[src/rtl/bridge_pkg.sv]
// Shared types for the bridge switch controller: command codes, gate patterns,
// FSM states and the command-to-pattern decode.
package bridge_pkg;

  localparam int N_ERR = 6;

  typedef enum logic [2:0] {
    CMD_PAUSE     = 3'd0,
    CMD_PLUS      = 3'd1,
    CMD_MINUS     = 3'd2,
    CMD_BALLAST_P = 3'd3,
    CMD_BALLAST_N = 3'd4,
    CMD_START     = 3'd5,
    CMD_SHUTDOWN  = 3'd6,
    CMD_DISCHARGE = 3'd7
  } cmd_e;

  typedef struct packed {
    logic [3:0] top;
    logic [3:0] bot;
    logic       plus;
    logic       minus;
    logic       pause_p;
    logic       pause_n;
  } pat_t;

  typedef enum logic [1:0] {IDLE, DEAD, DRIVE, FAULT} state_e;

  localparam pat_t PAT_OFF = '0;

  function automatic pat_t cmd_to_pat(input cmd_e c);
    pat_t p;
    p = PAT_OFF;
    case (c)
      CMD_PLUS:      begin p.top = 4'b0001; p.bot = 4'b0010; p.plus    = 1'b1; end
      CMD_MINUS:     begin p.top = 4'b0010; p.bot = 4'b0001; p.minus   = 1'b1; end
      CMD_BALLAST_P: begin p.top = 4'b0100; p.bot = 4'b1000; p.pause_p = 1'b1; end
      CMD_BALLAST_N: begin p.top = 4'b1000; p.bot = 4'b0100; p.pause_n = 1'b1; end
      default:       p = PAT_OFF;
    endcase
    return p;
  endfunction

  // SHUTDOWN drives exactly like PAUSE outside of FAULT.
  function automatic cmd_e cmd_norm(input cmd_e c);
    return (c == CMD_SHUTDOWN) ? CMD_PAUSE : c;
  endfunction

  function automatic logic is_pattern_cmd(input cmd_e c);
    return !((c == CMD_START) || (c == CMD_DISCHARGE));
  endfunction

endpackage

[src/rtl/bridge_switch_ctrl_if.sv]
// Command, fault and gate-drive bundle between the command decoder, the
// bridge switch controller and the output pins.
interface bridge_switch_ctrl_if;

  logic                          enable;
  logic                          cmd_valid;
  logic [2:0]                    cmd;
  logic [bridge_pkg::N_ERR-1:0]  err_n;
  logic [3:0]                    top;
  logic [3:0]                    bot;
  logic                          plus;
  logic                          minus;
  logic                          pause_p;
  logic                          pause_n;
  logic                          busy;
  logic                          fault;
  logic [bridge_pkg::N_ERR-1:0]  fault_src;
  logic                          cmd_ignored;

  modport master (
    output enable, cmd_valid, cmd, err_n,
    input  top, bot, plus, minus, pause_p, pause_n,
    input  busy, fault, fault_src, cmd_ignored
  );

  modport slave (
    input  enable, cmd_valid, cmd, err_n,
    output top, bot, plus, minus, pause_p, pause_n,
    output busy, fault, fault_src, cmd_ignored
  );

endinterface

[src/rtl/err_filter.sv]
// Debounce for one active-low fault input: asserts once ERR_FILT consecutive
// low samples have been seen, including the current one.
module err_filter #(
  parameter int ERR_FILT = 4
) (
  input  logic clk,
  input  logic rst,
  input  logic i_err_n,
  output logic o_filt
);

  localparam int CW = (ERR_FILT > 1) ? $clog2(ERR_FILT) : 1;
  localparam logic [CW-1:0] SAT = CW'(ERR_FILT - 1);

  logic [CW-1:0] r_cnt;

  // NOTE: sequential state uses non-blocking assignments so every register
  // samples pre-edge values regardless of block evaluation order.
  always_ff @(posedge clk or negedge rst) begin
    if (!rst) begin
      r_cnt <= '0;
    end else if (i_err_n) begin
      r_cnt <= '0;
    end else if (r_cnt != SAT) begin
      r_cnt <= r_cnt + CW'(1);
    end
  end

  // The current low sample completes the run, so the FSM reacts on that edge.
  assign o_filt = !i_err_n && (r_cnt == SAT);

endmodule

[src/rtl/bridge_switch_ctrl.sv]
// Sequences bridge gate patterns with enforced all-off dead time, and latches
// filtered faults until an explicit SHUTDOWN with no error active.
module bridge_switch_ctrl
  import bridge_pkg::*;
#(
  parameter int DEADTIME_CYC = 50,
  parameter int ERR_FILT     = 4
) (
  input logic           clk,
  input logic           rst,
  bridge_switch_ctrl_if.slave bus
);

  localparam int CNT_W = (DEADTIME_CYC > 1) ? $clog2(DEADTIME_CYC) : 1;
  localparam logic [CNT_W-1:0] CNT_LOAD = CNT_W'(DEADTIME_CYC - 1);

  logic [N_ERR-1:0] w_filt;
  logic             w_any_err;
  cmd_e             w_cmd;
  cmd_e             w_cmd_norm;
  logic             w_act;
  cmd_e             w_tgt_next;

  state_e           r_state;
  cmd_e             r_target;
  cmd_e             r_current;
  logic [CNT_W-1:0] r_cnt;
  pat_t             r_pat;
  logic             r_busy;
  logic             r_fault;
  logic [N_ERR-1:0] r_fault_src;
  logic             r_cmd_ignored;

  for (genvar g = 0; g < N_ERR; g++) begin : g_filt
    err_filter #(.ERR_FILT(ERR_FILT)) u_err_filter (
      .clk     (clk),
      .rst     (rst),
      .i_err_n (bus.err_n[g]),
      .o_filt  (w_filt[g])
    );
  end

  assign w_any_err  = |w_filt;
  assign w_cmd      = cmd_e'(bus.cmd);
  assign w_cmd_norm = cmd_norm(w_cmd);
  assign w_act      = bus.cmd_valid && is_pattern_cmd(w_cmd);
  assign w_tgt_next = w_act ? w_cmd_norm : r_target;

  always_ff @(posedge clk or negedge rst) begin
    if (!rst) begin
      r_state       <= IDLE;
      r_target      <= CMD_PAUSE;
      r_current     <= CMD_PAUSE;
      r_cnt         <= '0;
      r_pat         <= PAT_OFF;
      r_busy        <= 1'b0;
      r_fault       <= 1'b0;
      r_fault_src   <= '0;
      r_cmd_ignored <= 1'b0;
    end else begin
      r_cmd_ignored <= 1'b0;
      if (w_any_err) begin
        // Fault wins over any command arriving in the same cycle.
        r_state       <= FAULT;
        r_pat         <= PAT_OFF;
        r_busy        <= 1'b0;
        r_fault       <= 1'b1;
        r_fault_src   <= r_fault_src | w_filt;
        r_current     <= CMD_PAUSE;
        r_cnt         <= '0;
        r_cmd_ignored <= bus.cmd_valid;
      end else if (r_state == FAULT) begin
        if (bus.cmd_valid) begin
          if (w_cmd == CMD_SHUTDOWN) begin
            r_state     <= IDLE;
            r_fault     <= 1'b0;
            r_fault_src <= '0;
            r_target    <= CMD_PAUSE;
          end else begin
            r_cmd_ignored <= 1'b1;
          end
        end
      end else if (!bus.enable) begin
        r_state       <= IDLE;
        r_pat         <= PAT_OFF;
        r_busy        <= 1'b0;
        r_current     <= CMD_PAUSE;
        r_target      <= CMD_PAUSE;
        r_cnt         <= '0;
        r_cmd_ignored <= bus.cmd_valid && (w_cmd_norm != CMD_PAUSE);
      end else begin
        if (bus.cmd_valid && !w_act) r_cmd_ignored <= 1'b1;
        case (r_state)
          IDLE: begin
            if (w_act && (w_cmd_norm != CMD_PAUSE)) begin
              r_target <= w_cmd_norm;
              r_cnt    <= CNT_LOAD;
              r_busy   <= 1'b1;
              r_state  <= DEAD;
            end
          end
          DEAD: begin
            // A command here only retargets; the dead-time count keeps running.
            r_target <= w_tgt_next;
            if (r_cnt == '0) begin
              r_busy <= 1'b0;
              if (w_tgt_next == CMD_PAUSE) begin
                r_state   <= IDLE;
                r_current <= CMD_PAUSE;
              end else begin
                r_state   <= DRIVE;
                r_current <= w_tgt_next;
                r_pat     <= cmd_to_pat(w_tgt_next);
              end
            end else begin
              r_cnt <= r_cnt - CNT_W'(1);
            end
          end
          DRIVE: begin
            if (w_act && (w_cmd_norm != r_current)) begin
              r_target <= w_cmd_norm;
              r_cnt    <= CNT_LOAD;
              r_busy   <= 1'b1;
              r_pat    <= PAT_OFF;
              r_state  <= DEAD;
            end
          end
          default: begin
            r_state <= IDLE;
            r_pat   <= PAT_OFF;
            r_busy  <= 1'b0;
          end
        endcase
      end
    end
  end

  assign bus.top         = r_pat.top;
  assign bus.bot         = r_pat.bot;
  assign bus.plus        = r_pat.plus;
  assign bus.minus       = r_pat.minus;
  assign bus.pause_p     = r_pat.pause_p;
  assign bus.pause_n     = r_pat.pause_n;
  assign bus.busy        = r_busy;
  assign bus.fault       = r_fault;
  assign bus.fault_src   = r_fault_src;
  assign bus.cmd_ignored = r_cmd_ignored;

endmodule

[src/flat_wrapper.sv]
// flat-port wrapper written by rule: the top's interface ports become plain ports
module bridge_switch_ctrl_flat import bridge_pkg::*;
#(
  parameter int DEADTIME_CYC = 50,
  parameter int ERR_FILT     = 4
)
  (clk, rst, bus_enable, bus_cmd_valid, bus_cmd, bus_err_n, bus_top, bus_bot, bus_plus, bus_minus, bus_pause_p, bus_pause_n, bus_busy, bus_fault, bus_fault_src, bus_cmd_ignored);
  bridge_switch_ctrl_if bus_i ();
  input logic clk;
  input logic rst;
  input wire logic [$bits(bus_i.enable)-1:0] bus_enable;
  input wire logic [$bits(bus_i.cmd_valid)-1:0] bus_cmd_valid;
  input wire logic [$bits(bus_i.cmd)-1:0] bus_cmd;
  input wire logic [$bits(bus_i.err_n)-1:0] bus_err_n;
  output wire logic [$bits(bus_i.top)-1:0] bus_top;
  output wire logic [$bits(bus_i.bot)-1:0] bus_bot;
  output wire logic [$bits(bus_i.plus)-1:0] bus_plus;
  output wire logic [$bits(bus_i.minus)-1:0] bus_minus;
  output wire logic [$bits(bus_i.pause_p)-1:0] bus_pause_p;
  output wire logic [$bits(bus_i.pause_n)-1:0] bus_pause_n;
  output wire logic [$bits(bus_i.busy)-1:0] bus_busy;
  output wire logic [$bits(bus_i.fault)-1:0] bus_fault;
  output wire logic [$bits(bus_i.fault_src)-1:0] bus_fault_src;
  output wire logic [$bits(bus_i.cmd_ignored)-1:0] bus_cmd_ignored;
  assign bus_i.enable = bus_enable;
  assign bus_i.cmd_valid = bus_cmd_valid;
  assign bus_i.cmd = bus_cmd;
  assign bus_i.err_n = bus_err_n;
  assign bus_top = bus_i.top;
  assign bus_bot = bus_i.bot;
  assign bus_plus = bus_i.plus;
  assign bus_minus = bus_i.minus;
  assign bus_pause_p = bus_i.pause_p;
  assign bus_pause_n = bus_i.pause_n;
  assign bus_busy = bus_i.busy;
  assign bus_fault = bus_i.fault;
  assign bus_fault_src = bus_i.fault_src;
  assign bus_cmd_ignored = bus_i.cmd_ignored;
  bridge_switch_ctrl #(.DEADTIME_CYC(DEADTIME_CYC), .ERR_FILT(ERR_FILT)) u_core (.clk(clk), .rst(rst), .bus(bus_i));
endmodule
[config.mk]
export PLATFORM = sky130hd
export DESIGN_NAME = bridge_switch_ctrl_flat
export DESIGN_NICKNAME = d
export VERILOG_FILES = /design/src/rtl/bridge_pkg.sv /design/src/rtl/bridge_switch_ctrl_if.sv /design/src/rtl/err_filter.sv /design/src/rtl/bridge_switch_ctrl.sv /design/src/flat_wrapper.sv
export SDC_FILE = /design/constraint.sdc
export NUM_CORES = 1
export LEC_CHECK = 0
export BUFFER_PORTS_ARGS = -buffer_cell sky130_fd_sc_hd__buf_2
export CORE_UTILIZATION = 53
export CTS_BUF_LIST = sky130_fd_sc_hd__clkbuf_8
export DETAILED_ROUTE_END_ITERATION = 16
export PLACE_DENSITY = 0.78
export SETUP_SLACK_MARGIN = 0.15
export SYNTH_ARGS = -nofsm -noshare
export SYNTH_HDL_FRONTEND = slang
export SYNTH_SLANG_ARGS = --single-unit
[constraint.sdc]
create_clock -name clk -period 2.2 [get_ports clk]
set_clock_uncertainty 0.1 [all_clocks]
set_input_delay 0.33 -clock clk [delete_from_list [all_inputs] [get_ports clk]]
set_output_delay 0.33 -clock clk [all_outputs]
set_load 0.005 [all_outputs]
# [Yosys cells after proc, flatten, opt, wreduce, memory -nomap -nowiden]
# Cells that the tools add are included.
[word_totals] out_inout_bits=21 reg_bits=47 inputBits=13
[op_classes] bitwise_logic=2 reduce_logical=41 n_mux=77 n_eq_ne=43 add_sub_neg=7
[ops] operator="2-to-1 mux 12 bit" count=6
[ops] operator="2-to-1 mux 6 bit" count=10
[ops] operator="2-to-1 mux 2 bit" count=21
[ops] operator="2-to-1 mux 3 bit" count=14
[ops] operator="one-hot mux 12 bit (3 select lines)" count=1
[ops] operator="one-hot mux 8 bit (4 select lines)" count=1
[ops] operator="2-to-1 mux 1 bit" count=20
[ops] operator="inequality test 4 x 2 -> 1 bit, second input constant" count=5
[ops] operator="one-hot mux 6 bit (3 select lines)" count=1
[ops] operator="nonzero test 2 bit" count=9
[ops] operator="== test 2 bit, second input constant" count=8
[ops] operator="inequality test 2 bit, second input constant" count=8
[ops] operator="inequality test 5 x 2 -> 1 bit, second input constant" count=3
[ops] operator="AND reduction 5 bit" count=3
[ops] operator="adder 2 x 1 -> 2 bit, second input constant" count=6
[ops] operator="== test 3 bit, second input constant" count=4
[ops] operator="logical AND 1 bit" count=11
[ops] operator="inequality test 5 x 1 -> 1 bit, second input constant" count=2
[ops] operator="inequality test 3 x 2 -> 1 bit, second input constant" count=3
[ops] operator="one-hot mux 3 bit (3 select lines)" count=1
[ops] operator="zero test 1 bit" count=8
[ops] operator="inequality test 4 x 3 -> 1 bit, second input constant" count=2
[ops] operator="== test 3 x 2 -> 1 bit, second input constant" count=2
[ops] operator="zero test 6 bit" count=1
[ops] operator="18 further kinds" count=20

# [Depth between registers and ports, before layout]
# Gate-level depths: netlist of run 1.
[depth] word_depth=13 depth_mapped=8

# [By module]
# From an unflattened synthesis of run 1, not the netlist that was laid out.
[hier_totals] hier_cells=243 hier_area_um2=2443.6
[modules_own_cells] mod="bridge_switch_ctrl" instances=1 area_per_inst_um2=1873.0 cells_each=195
[modules_own_cells] mod="err_filter" instances=6 area_per_inst_um2=95.1 cells_each=8

# [Least setup slack after synthesis of run 1]
# No wires, ideal clock.
[synth_timing] path_kind="register to register" from="register u_core.r_cnt[0]" to="register u_core.r_cnt[5]" slack_ps=-32 path_stages_with_launch=9 t_arrival_ps=2009 required_time_ps=1977 path_buffers=1 path_cell_list="dfrtp_1 -> inv_1 -> ha_1 -> or3b_2 -> nor3_1 -> and3_1 -> buf_2 -> nor2_1 -> o221a_2"
[synth_between] elab_chain_cells=6 elab_cells_between_ends=9 cone_classes="add/sub: 1; eq/ne: 1; mux: 5; reduce/logical: 2"
[synth_lines] element="start: declaration" line_no="bridge_switch_ctrl.sv:27" source="logic [CNT_W-1:0] r_cnt;"
[synth_lines] element="start signal: assignment" line_no="bridge_switch_ctrl.sv:116" source="r_cnt <= r_cnt - CNT_W'(1);"
[synth_lines] element="subtractor 6 x 1 -> 6 bit" line_no="bridge_switch_ctrl.sv:116"
[synth_lines] element="2-to-1 mux 6 bit" line_no="bridge_switch_ctrl.sv:105" source="if (r_cnt == '0) begin"
[synth_lines] element="one-hot mux 6 bit (3 select lines)" line_no="bridge_switch_ctrl.sv:93" source="case (r_state)"
[synth_lines] element="2-to-1 mux 6 bit" line_no="bridge_switch_ctrl.sv:83" source="end else if (!bus.enable) begin"
[synth_lines] element="2-to-1 mux 6 bit" line_no="bridge_switch_ctrl.sv:72" source="end else if (r_state == FAULT) begin"
[synth_lines] element="2-to-1 mux 6 bit" line_no="bridge_switch_ctrl.sv:62" source="if (w_any_err) begin"
# Parallel ways exist; a longest one is shown, timed or not. The select of a mux whose other input is x is not followed.
# A chain may end at the register's enable or synchronous reset.

# [Worst setup path after layout of run 1]
[layout_timing] from="register u_core.r_cnt[0]" to="register u_core.r_pat, in the netlist u_core.bus.bot[2]"
[layout_between] elab_chain_cells=3
[layout_lines] element="zero test 6 bit" line_no="bridge_switch_ctrl.sv:105"
[layout_lines] element="inequality test 4 x 2 -> 1 bit (no source line)"
[layout_lines] element="AND reduction 5 bit (no source line)"
[layout_lines] element="end signal: assignment" line_no="bridge_switch_ctrl.sv:113" source="r_pat <= cmd_to_pat(w_tgt_next);"
[layout_lines] element="end: declaration" line_no="bridge_switch_ctrl.sv:28" source="pat_t r_pat;"
# Every way passes these cells.

==> metrics.cfg, run 1 <==
[timing]
max_freq_ghz = 0.445
holdWs_ps = -19.3
rsz0062_at_grt = true
maxSlewHeadroom_pct = 64.3
setup_viol = 10
slew_viol_final = 0
fin_ws_ps = -49.0
fin_crit_sh_pct = 102
hold_violations = 12
worst_slew_pin_slew_ps = 529
period_needed_ps = 2250

[detailed_routing]
wl_per_cell_microns = 18.6
drt_wl_total_mm = 6.60
ant_nets = 0
num_vias = 2224
drc = 0
drt_first_pass_iters = 7
drt_iter0_markers = 273
viasPerCell = 6.26

[finish]
final_cell_area_sq_mm = 0.00311
diodes = 0
area_growth_pct = 34.1
n_fill_cell = 271
nets = 325
drive_gt1_share_pct = 39.7

[grt]
grt_pass1_vias = 1855
overflow = 0
grt_usage_pct = 26.3
grt_max_degree = 43
grt_pass1_wl_mm = 8.82
antenna_found_initial = 0

[clock_network]
cts_tree = yes
root_buffer = clkbuf_8
cts-buffers-inserted = 5
clockBufferDepth = 2
cts_max_level = 2
clk_latency_ps = 300
clkSlewWorstSetupHoldPaths_ps = 80
cts_sinks = 42

[yosys]
post-synth-top-area-fraction_pct = 45.3
syn_avg_cell_area_sq_um = 9.71
synth_most_common_cell = dfrtp_1
postSynthCellCount = 239
yosys-top-cells-count = 42 x dfrtp_1, 27 x nand2_1, 24 x nor2_1
synth_ff_type = dfrtp_1
synth_cell_types = 54
synth_area_sq_mm = 0.00232
synth_edf_count = 0
synth-async-reset-ratio_pct = 100
synthTopCellsByArea = dfrtp_1 45%, nand2_1 4.4%, nor2_1 3.9%
synth-seq-cells = 42
yosysSeqAreaShare_pct = 45.3
synth_area_leader_cell = dfrtp_1
synth_nets = 259
synth_warnings = 0

[critical_path]
critPathMaxStageDelay_ps = 440
crit_type = flop to flop
cp_max_fo = 3
r2r_end = u_core.bus.bot[2]
cp-end-kind = flop
critical_path.cell_chain = inv_2 > ha_4 > or3b_4 > nor3_4 > o41a_1 > a211o_1 > nand2_1 > mux2i_1
rrSetupSlack_ps = -50
startpoint_type = flop
crit_required_ps = 2330
worstRegToRegCells = 8
worstPathArrival_ps = 2380
r2r_start = u_core.r_cnt[0]
critPathSlowestCell = o41a_1

[run]
cap_viol_max_count = 0

[power]
p_leak_nw = 1.50
power_mw = 3.73
powerDensity_mw_per_mm2 = 1200
ir_worst_vdd_uv = 711

[place]
placement.cell_area_sq_mm = 0.00261
place_hpwl_mm = 3.76
io_buffers = 33
gp_congestion = 0.865

[floorplanning]
io_pins = 34
core_sq_mm = 0.00412
row_count = 23
dieHeight_microns = 68.2
die_x_microns = 68.2
initial_core_util_pct = 56.4
dieArea_sq_mm = 0.00465

[min_path]
hold_class = input pin to asynchronous set/reset pin

[run_status]
outcome = finished, violations left
violations = hold timing, setup timing

## metrics by stage
stage / cells / utilization (%) / TNS [ps] / hold slack, ps / worst slack (ps)
final: 355 / 75.6 / -338 / -19.3 / -49.0
after global routing: 355 / 75.6 / -810 / 54.6 / -81.9
after CTS: 336 / 68.0 / -41.0 / 3.79 / -19.0
after detailed placement: 322 / 63.3 / -272 / 332 / -101
after global placement: 322 / 63.3 / -14.0 / 331 / -14.0
after floorplan: 239 / - / 0 / -65.6 / 140
## cells by family (layout without fill, tap and decap cells)
family	Yosys count	in the layout	synth area share, %
flops	42	42	45.3
fa+ha+maj	7	7	3.77
mux	10	10	4.42
xor+xnor	9	9	3.40
compound gates	55	55	18.0
buf+inv	22	88	4.96
simple gates	94	94	20.2
## placed cells by master, fill, tap and decap left out, types with 3 or more instances in the layout
master,netlist,final
nor3_1,9,5
a21oi_1,6,5
xnor2_1,3,3
nor2_1,24,22
dfrtp_1,42,42
ha_4,0,5
nand2b_4,0,4
xor2_1,6,6
mux2i_1,8,8
clkbuf_8,0,5
nor2b_1,6,6
nand4_1,6,6
buf_6,0,5
o21ai_0,8,7
a21o_1,7,7
nor3_4,1,3
nor3_2,1,3
nand2_1,27,27
o21a_1,3,3
buf_2,2,33
inv_1,8,6
or3_1,4,3
buf_4,8,35
## routing by layer
metal / vias up / track usage [%] / share of wire (%)
li1: 981 / - / -
met1: 1086 / 35.3 / 41
met2: 124 / 41.5 / 49
met3: 33 / 4.83 / 5.7
met4: 0 / 11.5 / 3.5
met5: - / 0 / 0
## sequential cells by signal, indices dropped and copies added (netlist names)
name,flops
u_core.bus.top,1
u_core.bus.busy,1
u_core.bus.fault_src,6
u_core.bus.cmd_ignored,1
u_core.r_state,2
u_core.r_current,3
u_core.bus.pause_p,1
u_core.g_filt.u_err_filter.r_cnt,12
u_core.bus.bot,3
u_core.r_cnt,6
u_core.bus.plus,1
u_core.bus.minus,1
u_core.bus.fault,1
u_core.r_target,3
## critical path: cells and delay by family (launching register included)
family | cells | cell delay, ps
compound gates | 2 | 760
fa+ha+maj | 1 | 150
buf+inv | 1 | 70
flops | 1 | 400
mux | 1 | 200
simple gates | 3 | 460
## repair_timing
item / in CTS / in global routing
gates resized for setup: 14 / 27
hold buffers: 0 / 0
pin swaps: 11 / 23
endpoints found under the setup margin: 25 / 29
setup buffers: 7 / 19
## layout make-up
| cell class | count | area, sq um | share of cell area [%] |
|---|---|---|---|
| flip-flops and latches | 42 | 1050 | 33.8 |
| repair buffers | 73 | 484 | 15.6 |
| multi-input cells | 175 | 1410 | 45.2 |
| clock buffers | 5 | 68.8 | 2.21 |
| well taps | 50 | 62.6 | 2.01 |
| inverters | 8 | 30.0 | 0.965 |
| clock inverters | 2 | 10.0 | 0.322 |
## power by group
group	switching, mW	internal (mW)	leakage (nW)	total (mW)
logic	1.01	0.976	0.921	1.99
clock network	0.272	0.213	0.0438	0.485
registers	0.256	0.996	0.536	1.25
## worst max path at each step
stage | from | to
CTS | u_core.r_cnt[0] | u_core.bus.bot[1]
global placement | bus_cmd[0] | u_core.r_cnt[5]
floorplan | u_core.g_filt[1].u_err_filter.r_cnt[0] | u_core.r_target[1]
detailed placement | bus_cmd[0] | u_core.r_cnt[5]
global route | u_core.r_cnt[0] | u_core.bus.bot[0]
finish | u_core.r_cnt[0] | u_core.bus.bot[2]
Power figures use the tool's default switching activity.
==> run 2, diff against run 1 <==
- BUFFER_PORTS_ARGS: -buffer_cell sky130_fd_sc_hd__buf_2 -> unset
- CORE_UTILIZATION: 53 -> 59
- DONT_BUFFER_PORTS: unset -> 1
- TNS_END_PERCENT: unset -> 10
==> metrics.cfg, run 2 (synthesis gave the netlist of run 1 again) <==
[power]
p_leak_nw = 1.22  ; -19%
powerDensity_mw_per_mm2 = 1190  ; -0.62%
ir_worst_vdd_uv = 692  ; -2.6%

[detailed_routing]
ant_nets = 0  ; unchanged
viasPerCell = 6.21  ; -0.89%
drt_first_pass_iters = 4  ; -3
num_vias = 1869  ; -16%
drt_wl_total_mm = 5.11  ; -22%
wl_per_cell_microns = 17.0  ; -8.6%
drc = 0  ; unchanged
drt_iter0_markers = 155  ; -43%

[finish]
largest_register_ff_count = 12  ; unchanged
final_cell_mix = 42 x dfrtp_1, 27 x nand2_1, 22 x nor2_1, 9 x buf_4, 8 x mux2i_1
diodes = 0  ; unchanged
final_common_cell = dfrtp_1
area_growth_pct = 15.4
drive_gt1_share_pct = 17.0  ; -23 points
nets = 272  ; -16%
regMostFlops = u_core.g_filt.u_err_filter.r_cnt

[floorplanning]
dieHeight_microns = 64.7  ; -5.1%
dieArea_sq_mm = 0.00419  ; -9.9%
core_sq_mm = 0.00372  ; -9.7%
io_pins = 34  ; unchanged
initial_core_util_pct = 62.5  ; +6.1 points
die_x_microns = 64.7  ; -5.1%
row_count = 22  ; -4.3%

[timing]
rsz0062_at_grt = true
maxSlewHeadroom_pct = 68.5  ; +4.2 points
fin_ws_ps = 0.659  ; +49.7 ps
period_needed_ps = 2200  ; -49.7 ps
holdWs_ps = 51.0  ; +70.3 ps
max_freq_ghz = 0.455  ; +2.3%
hold_violations = 0  ; -12
fin_crit_sh_pct = 100  ; -2.3 points
worst_slew_pin_slew_ps = 467  ; -62.3 ps
slew_viol_final = 0  ; unchanged
setup_viol = 0  ; -10

[clock_network]
cts_sinks = 42  ; unchanged
clockBufferDepth = 2  ; unchanged
clk_latency_ps = 300  ; about the same
cts_max_level = 2  ; unchanged
clkSlewWorstSetupHoldPaths_ps = 80  ; about the same
root_buffer = clkbuf_8
cts-buffers-inserted = 5  ; unchanged
cts_tree = yes

[grt]
grt_usage_pct = 26.1  ; -0.26 points
met1_usage_pct = 33.5  ; -1.8 points
grt_pass1_vias = 1811  ; -2.4%
overflow = 0  ; unchanged
grt_pass1_wl_mm = 8.08  ; -8.4%
grt_max_degree = 43  ; unchanged
antenna_found_initial = 0  ; unchanged
use_met2_pct = 41.4  ; -0.14 points
grt_util_met3_pct = 6.34  ; +1.5 points
busiest_layer = met2

[min_path]
hold_class = input pin to flop
min_from = bus_cmd_valid

[critical_path]
crit_type = flop to flop
startpoint_type = flop
cp-end-kind = flop
worstPathArrival_ps = 2320  ; -60 ps
r2r_start = u_core.g_filt[3].u_err_filter.r_cnt[0]
critPathLaunch = u_core.g_filt[3].u_err_filter.r_cnt[0]
cp_max_fo = 6  ; +3
crit_required_ps = 2320  ; about the same

[place]
pre_cts_ws_ps = 26.1  ; +127 ps
io_buffers = 0  ; -100%
gp_congestion = 0.910  ; +5.3%
place_hpwl_mm = 3.43  ; -8.7%

[run_status]
outcome = completed

[run]
cap_viol_max_count = 0  ; unchanged

[run 2: path summary, 6_finish.rpt]
path	to	slack, ps	cells after the start
setup / recovery	u_core.bus.bot[1]	0.7	7
hold / removal	u_core.bus.cmd_ignored	50	1
setup reg to reg	u_core.bus.bot[1]	0.7	7
hold reg to reg	u_core.bus.minus	410	1
max in group asynchronous	u_core.bus.bot[0]	1400	2
min in group asynchronous	u_core.bus.busy	380	2
[run 2: power breakdown]
part | leakage, nW | internal, mW | total, mW | switching, mW
combinational | 0.628 | 0.616 | 1.34 | 0.726
sequential | 0.536 | 0.997 | 1.24 | 0.245
clock | 0.0556 | 0.334 | 0.604 | 0.271
total | 1.22 | 1.95 | 3.19 | 1.24
[run 2: area by class of cell]
type                            instances  area (sq um)
Tap cell                               48          60.1
Inverter                                8          30.0
Timing Repair Buffer                   20           191
Fill cell                             294          1040
Clock inverter                          3          41.3
Sequential cell                        42          1050
Multi-Input combinational cell        175          1240
Clock buffer                            5          68.8
[run 2: routing by layer]
layer	part of all wire, %	wire [microns]
met1	44	2260
met2	48	2450
met3	6.2	316
met4	1.8	92
met5	0	0
[run 2: critical path, stage by stage (launching register included)]
cell       delay [ps]
dfrtp_1           390
ha_2              210
nand2b_1          100
nand4_1           160
o41a_1            490
a211o_1           320
a21oi_4           200
o2bb2ai_1         150
[run 2: timing repair]
| item | CTS | global route |
|---|---|---|
| pin swaps | 1 | 17 |
| hold buffers | 8 | 0 |
| endpoints found under the setup margin | 15 | 29 |
| buffers inserted | 1 | 3 |
| gates resized for setup | 0 | 18 |
| endpoints found under the hold margin | 54 | 0 |
[run 2: stage by stage]
step	utilization [%]	TNS, ps	instances	area [sq um]	power, mW
6_report	72.1	0	301	2680	3.19
5_1_grt	72.1	-583	301	2680	3.40
4_1_cts	69.6	0	298	2590	3.08
3_5_place_dp	64.0	0	281	2380	2.42
3_3_place_gp	64.0	0	281	2380	2.38
2_1_floorplan	-	0	239	2350	2.12
